[config.mk]
export PLATFORM = sky130hd
export DESIGN_NAME = down_counter_timer
export DESIGN_NICKNAME = d
export VERILOG_FILES = /design/src/rtl/down_counter_timer.sv
export SDC_FILE = /design/constraint.sdc
export NUM_CORES = 1
export LEC_CHECK = 0
export ABC_AREA = 1
export CELL_PAD_IN_SITES_DETAIL_PLACEMENT = 0
export CELL_PAD_IN_SITES_GLOBAL_PLACEMENT = 2
export CORE_ASPECT_RATIO = 1.75
export CORE_MARGIN = 2
export CORE_UTILIZATION = 26
export CTS_CLUSTER_DIAMETER = 150
export DETAILED_ROUTE_END_ITERATION = 7
export PLACE_DENSITY = 0.9
export RECOVER_POWER = 50
export SLEW_MARGIN = 20
export SYNTH_ARGS = -nofsm -noshare
export SYNTH_HDL_FRONTEND = slang
export SYNTH_SLANG_ARGS = --single-unit
[constraint.sdc]
create_clock -name clk_buff -period 2.25 [get_ports clk_buff]
set_input_delay 0.5625 -clock clk_buff [delete_from_list [all_inputs] [get_ports clk_buff]]
set_output_delay 0.5625 -clock clk_buff [all_outputs]
set_load 0.005 [all_outputs]
[src/rtl/down_counter_timer.sv]
// Loadable down-counter timer: preset -> 0 on enabled ticks, one-tick done pulse on expiry.
// Latency: start in IDLE enters RUN on that tick, first decrement on the next enabled tick; done P+1 ticks after start.
// Backpressure: none; en=0 freezes all state, and load/start/pause are ignored while en=0.
// Optional feature: define DOWN_CNT_AUTORELOAD_EN to restart from the reload register after each expiry.
module down_counter_timer #(
    parameter int BITS = 4
) (
    input  logic            clk_buff,
    input  logic            rst,
    input  logic            en,
    input  logic            load,
    input  logic            start,
    input  logic            pause,
    input  logic [BITS-1:0] preset,
    output logic [BITS-1:0] Out,
    output logic            busy,
    output logic            done,
    output logic            zero
);

    typedef enum logic [1:0] {
        S_IDLE = 2'd0,
        S_RUN  = 2'd1,
        S_HOLD = 2'd2,
        S_DONE = 2'd3
    } state_t;

    localparam logic [BITS-1:0] ONE = {{(BITS-1){1'b0}}, 1'b1};

    state_t          r_state;
    logic [BITS-1:0] r_out;
    logic [BITS-1:0] r_reload;
    logic            r_busy;
    logic            r_done;

    // State, count, reload and Moore outputs all advance together on enabled ticks.
    always_ff @(posedge clk_buff or negedge rst) begin
        if (!rst) begin
            r_state  <= S_IDLE;
            r_out    <= '0;
            r_reload <= '0;
            r_busy   <= 1'b0;
            r_done   <= 1'b0;
        end else if (en) begin
            if (load) begin
                // load outranks everything: aborts RUN/HOLD and swallows a pending DONE
                r_out    <= preset;
                r_reload <= preset;
                r_state  <= S_IDLE;
                r_busy   <= 1'b0;
                r_done   <= 1'b0;
            end else begin
                case (r_state)
                    S_IDLE: begin
                        // pause outranks start, and a zero count has nothing to time
                        if (start && !pause && (r_out != '0)) begin
                            r_state <= S_RUN;
                            r_busy  <= 1'b1;
                        end
                    end
                    S_RUN: begin
                        if (pause) begin
                            r_state <= S_HOLD;
                        end else if (r_out <= ONE) begin
                            // last step; clamps at zero so the count never wraps
                            r_out   <= '0;
                            r_state <= S_DONE;
                            r_busy  <= 1'b0;
                            r_done  <= 1'b1;
                        end else begin
                            r_out <= r_out - ONE;
                        end
                    end
                    S_HOLD: begin
                        if (start && !pause) begin
                            r_state <= S_RUN;
                        end
                    end
                    S_DONE: begin
                        r_done <= 1'b0;
`ifdef DOWN_CNT_AUTORELOAD_EN
                        // periodic mode: restart unless paused or nothing to reload
                        if (!pause && (r_reload != '0)) begin
                            r_out   <= r_reload;
                            r_state <= S_RUN;
                            r_busy  <= 1'b1;
                        end else begin
                            r_out   <= '0;
                            r_state <= S_IDLE;
                        end
`else
                        r_out   <= '0;
                        r_state <= S_IDLE;
`endif
                    end
                    default: begin
                        r_out   <= '0;
                        r_state <= S_IDLE;
                        r_busy  <= 1'b0;
                        r_done  <= 1'b0;
                    end
                endcase
            end
        end
    end

    assign Out  = r_out;
    assign busy = r_busy;
    assign done = r_done;
    // zero is deliberately combinational so it tracks Out with no extra tick
    assign zero = (r_out == '0);

endmodule

* Word level (Yosys, flattened, before mapping)
Index checks and enable logic that the tools add are counted.
** Operators by class
- $add $sub $neg :: 1
- Order comparisons :: 1
- Eq/ne operators :: 8
- Muxes and demuxes :: 19
- Reduce and logical (&&, ||, !) cells :: 12
** Operators with widths (number)
- 4-bit two-way mux :: 3
- 3-bit != test, second input constant :: 4
- 2-bit two-way mux :: 5
- 2-bit one-hot mux with 4 select lines :: 1
- 4-bit one-hot mux with 2 select lines :: 1
- 4-bit AND reduction :: 2
- 1-bit two-way mux :: 7
- 3-bit nonzero test :: 2
- 5-bit AND reduction :: 1
- 2-bit equality test, second input constant :: 2
- 4-bit by 1-bit less-or-equal comparator with 1-bit output, second input constant :: 1
- 4-bit logical NOT :: 1
- 4-bit != test, second input constant :: 1
- 1-bit one-hot mux with 2 select lines :: 2
- 4-bit nonzero test :: 1
- 4-bit by 1-bit subtractor with 4-bit output, second input constant :: 1
- 3-bit AND reduction :: 1
- 2-bit by 1-bit equality test with 1-bit output, second input constant :: 1
- 1-bit logical AND :: 2
- 2-bit logical NOT :: 1
- 1-bit logical NOT :: 1
** Storage, ports and cells
- Register bits :: 8
- Bits of input ports :: 10
- Output and inout port bits :: 7
- Logic and storage cells :: 45

* Logic depth before layout (Yosys ltp)
- Word-level depth :: 6
- Mapped depth :: 10

* Worst setup path before layout
OpenSTA, ideal clock, no wires.
- Kind :: register to output
- Start :: register r_out[0] (netlist: Out[0])
- End :: output port zero
- Arrival :: 783 ps
- Slack :: 904 ps
- Stages on the path, launching flop included :: 5
- Path through :: dfrtp_1 > inv_1 > ha_1 > nand2_1 > inv_1
** Between the ends
- Word-level cells in the longest chain between the ends :: 1
** RTL lines
- start, declared :: RTL line 31 : logic [BITS-1:0] r_out;
- start signal, assigned :: RTL line 47 : r_out <= preset;
- start signal, assigned :: RTL line 71 : r_out <= r_out - ONE;
- 4-bit logical NOT :: RTL line 111 : assign zero = (r_out == '0);
- end, declared :: RTL line 18 : output logic zero
Every way passes these cells.

* Worst setup path after layout
Same ends and word-level chain as after synthesis.

==> flow_metrics.env <==
export IMPL_number_of_antenna_violations_at_the_first_check_in_global_routing=0
export IMPL_cts_htree_levels=1
export IMPL_post_cts_hold_buffer_count=0
export IMPL_cts_buffers_inserted=3
export IMPL_pin_count_of_the_biggest_net_entering_global_routing=11
export IMPL_cp_slowest_cell="sky130_fd_sc_hd__clkdlybuf4s50_1"
export IMPL_areaGrowthSynthToFinish_pct=35.3
export IMPL_overflow=0
export IMPL_vdd_ir_drop_worst_v=0.000434
export IMPL_vias=635
export IMPL_synth_common_cells="sky130_fd_sc_hd__nand2_1 (30), sky130_fd_sc_hd__inv_1 (11), sky130_fd_sc_hd__dfrtp_1 (8), sky130_fd_sc_hd__nor2_1 (8), sky130_fd_sc_hd__nand3_1 (5)"
export IMPL_hpwlAfterDp_um=1270
export IMPL_synth_largest_area_cell="sky130_fd_sc_hd__dfrtp_1"
export IMPL_cp_arrival_ns=1.59
export IMPL_share_comb_of_total_power_pct=52.8
export IMPL_numPlacedInstances=133
export IMPL_critical_path_top_delay_family="buffers and inverters"
export IMPL_clkSinkCount=8
export IMPL_switching_share_pct=42.5
export IMPL_cp_max_fo=5
export IMPL_worst_pin_slew_ns=0.439
export IMPL_ant_nets=0
export IMPL_diodes=0
export IMPL_required_ns=1.69
export IMPL_critPathMaxStageDelay_ns=0.49
export IMPL_post_cts_resize_count=0
export IMPL_ios=17
export IMPL_dieWidth_um=41.1
export IMPL_sequentialPowerShare_pct=28.8
export IMPL_initial_core_util_pct=27.2
export IMPL_drive_gt1_share_pct=13.5
export IMPL_outcome="completed"
export IMPL_first_iter_violations=20
export IMPL_crit_path_start_kind="register"
export IMPL_finalCriticalPeriod_ns=2.15
export IMPL_cp_buffers_inverters=3
export IMPL_layout_filler_cells=276
export IMPL_detail_route_vias_per_cell=4.67
export IMPL_grt_pass1_wl_um=2600
export IMPL_buffer_ports_inserted=16
export IMPL_synthesis_area_per_instance_um2=6.74
export IMPL_relative_contribution_of_the_clock_network_to_total_power_pct=18.4
export IMPL_worst_setup_path_type="reg -> out"
export IMPL_period_share_pct=95.6
export IMPL_synth_sequential_area_ratio_pct=31.9
export IMPL_synthesis_stage_register_bit_count=8
export IMPL_route_detailed_drc=0
export IMPL_finalWeightedCongestion=0.802
export IMPL_synth_cell_area_um2=627
export IMPL_ff2ff_path_depth=10
export IMPL_final_setup_viol_count=0
export IMPL_post_synth_num_cell_types=19
export IMPL_core_region_area_um2=2300
export IMPL_tritoncts="done"
export IMPL_postCtsSetupRepairBufs=0
export IMPL_final_max_slew_viol_count=0
export IMPL_yosys_warnings=0
export IMPL_syn_instance_count=93
export IMPL_achievable_frequency_mhz=465
export IMPL_synth_top_flop_cell="sky130_fd_sc_hd__dfrtp_1"
export IMPL_drtPass1Iterations=4
export IMPL_timing_critical_path_depth=5
export IMPL_die_area_um2=2840
export IMPL_min_delay_path_depth=2
export IMPL_finalClockSkew_ns=0.00456
export IMPL_fin_nets=126
export IMPL_timing_final_hold_violations=0
export IMPL_row_count=23
export IMPL_worstPathCellList="inv_1 -> ha_1 -> nand2_1 -> inv_1 -> clkdlybuf4s50_1"
export IMPL_synth_edff_count=0
export IMPL_leakagePower_nw=0.438
export IMPL_internal_power_mw=0.567
export IMPL_worst_setup_path_end_kind="output pin"
export IMPL_max_cap_viols=0
export IMPL_crit_path_frequent_cell="sky130_fd_sc_hd__inv_1"
export IMPL_clock_latency_ns=0.23
export IMPL_clock_root_buffer="sky130_fd_sc_hd__clkbuf_8"
export IMPL_synth_net_count=106
export IMPL_total_power_mw=0.986
export IMPL_max_clock_path_buffers=2
export IMPL_netlist_top_cells_area="sky130_fd_sc_hd__dfrtp_1 (32%), sky130_fd_sc_hd__nand2_1 (18%), sky130_fd_sc_hd__inv_1 (6.6%)"
export IMPL_detailed_route_wl_um=1590
export IMPL_net_switching_power_mw=0.420
export IMPL_synth_largest_type_area_fraction_pct=31.9
export IMPL_yosysMostFrequentCell="sky130_fd_sc_hd__nand2_1"
export IMPL_slew_headroom_pct=70.6
export IMPL_die_height_um=69.0
export IMPL_first_global_vias=641
export IMPL_sum_neg_setup_slack_ns=0
export IMPL_min_path_type="reg -> reg"
export IMPL_finished_layout_cells=136
export IMPL_gr_usage_all_layers_pct=13.7
export IMPL_async_reset_ff_share_pct=100
export IMPL_powerDensity_nw_per_um2=1160
export IMPL_wire_per_inst_um=11.7
export IMPL_clk_transition_reported_paths_ns=0.05
export IMPL_grt_setup_unrepaired="false"
[final timing paths]
| check | from | to | slack, ns |
|---|---|---|---|
| worst min register to register | done | done | 0.48 |
| min in group asynchronous | rst | busy | 0.69 |
| worst max register to register | Out[0] | done | 0.70 |
| max in group asynchronous | rst | Out[0] | 1.28 |
| worst min-delay path | done | done | 0.48 |
| worst max-delay path | Out[0] | zero | 0.1 |
[power groups by stage]
stage | Combinational, mW | Sequential [mW] | Clock (mW)
floorplan | 0.325 | 0.278 | 0
global placement | 0.534 | 0.289 | 0
detailed placement | 0.533 | 0.288 | 0
CTS | 0.538 | 0.286 | 0.183
global route | 0.596 | 0.294 | 0.185
finish | 0.521 | 0.284 | 0.181
[cells in the final DEF (no fill, tap or decap)]
cell type	count
sky130_fd_sc_hd__nand2_1	30
sky130_fd_sc_hd__clkdlybuf4s50_1	12
sky130_fd_sc_hd__inv_1	11
sky130_fd_sc_hd__dfrtp_1	8
sky130_fd_sc_hd__nor2_1	8
sky130_fd_sc_hd__nand3_1	5
sky130_fd_sc_hd__a21oi_1	4
sky130_fd_sc_hd__o21ai_0	4
sky130_fd_sc_hd__dlygate4sd3_1	4
sky130_fd_sc_hd__inv_2	3
sky130_fd_sc_hd__nor2_2	3
sky130_fd_sc_hd__o21ai_1	3
sky130_fd_sc_hd__nand4_1	3
sky130_fd_sc_hd__ha_1	3
sky130_fd_sc_hd__clkbuf_8	3
sky130_fd_sc_hd__nand2_4	2
sky130_fd_sc_hd__nor2_4	1
sky130_fd_sc_hd__inv_4	1
sky130_fd_sc_hd__nand2_2	1
sky130_fd_sc_hd__nand3_2	1
sky130_fd_sc_hd__xnor2_1	1
[state kept, by name, indices dropped and copies added (netlist names)]
name	flops
busy	1
Out	4
done	1
r_state	2
[metrics by stage]
stage          util, %  hold slack, ns  setup slack, ns  area (um^2)
2_1_floorplan        -           0.267            0.904          627
3_3_place_gp      35.1           0.459            0.200          807
3_5_place_dp      35.1           0.471            0.194          807
4_1_cts           36.8           0.485           0.0814          848
5_1_grt           36.8           0.513          0.00907          848
6_report          36.8           0.477           0.0996          848
[final cells by class]
cell class / instances / area (um^2) / share of cell area (%)
Multi-Input combinational cell: 69 / 357 / 42.0
Tap cell: 25 / 31.3 / 3.69
Inverter: 15 / 58.8 / 6.93
Clock buffer: 3 / 41.3 / 4.87
Sequential cell: 8 / 200 / 23.6
Timing Repair Buffer: 16 / 160 / 18.9
[kinds of logic (layout without fill, tap and decap cells)]
family | Yosys count | count (layout) | synth area share [%]
fa+ha+maj | 3 | 3 | 5.99
xor+xnor | 1 | 1 | 1.40
flops | 8 | 8 | 31.9
compound gates | 11 | 11 | 8.78
simple gates | 54 | 54 | 40.7
buf+inv | 16 | 34 | 11.2
[routing by layer]
metal	up-vias	part of all wire (%)	global-route usage [%]
met2	12	58	26.4
met4	0	2.6	7.26
met5	-	0	0
met3	5	2.8	2.24
li1	329	-	-
met1	289	37	12.3
[tightest hold or removal path: cells and delay by family (launching register included)]
kind,cells,cell delay [ns]
simple gates,1,0.05
flops,1,0.33
compound gates,1,0.06
No activity file was read; power rests on OpenSTA's default activity.
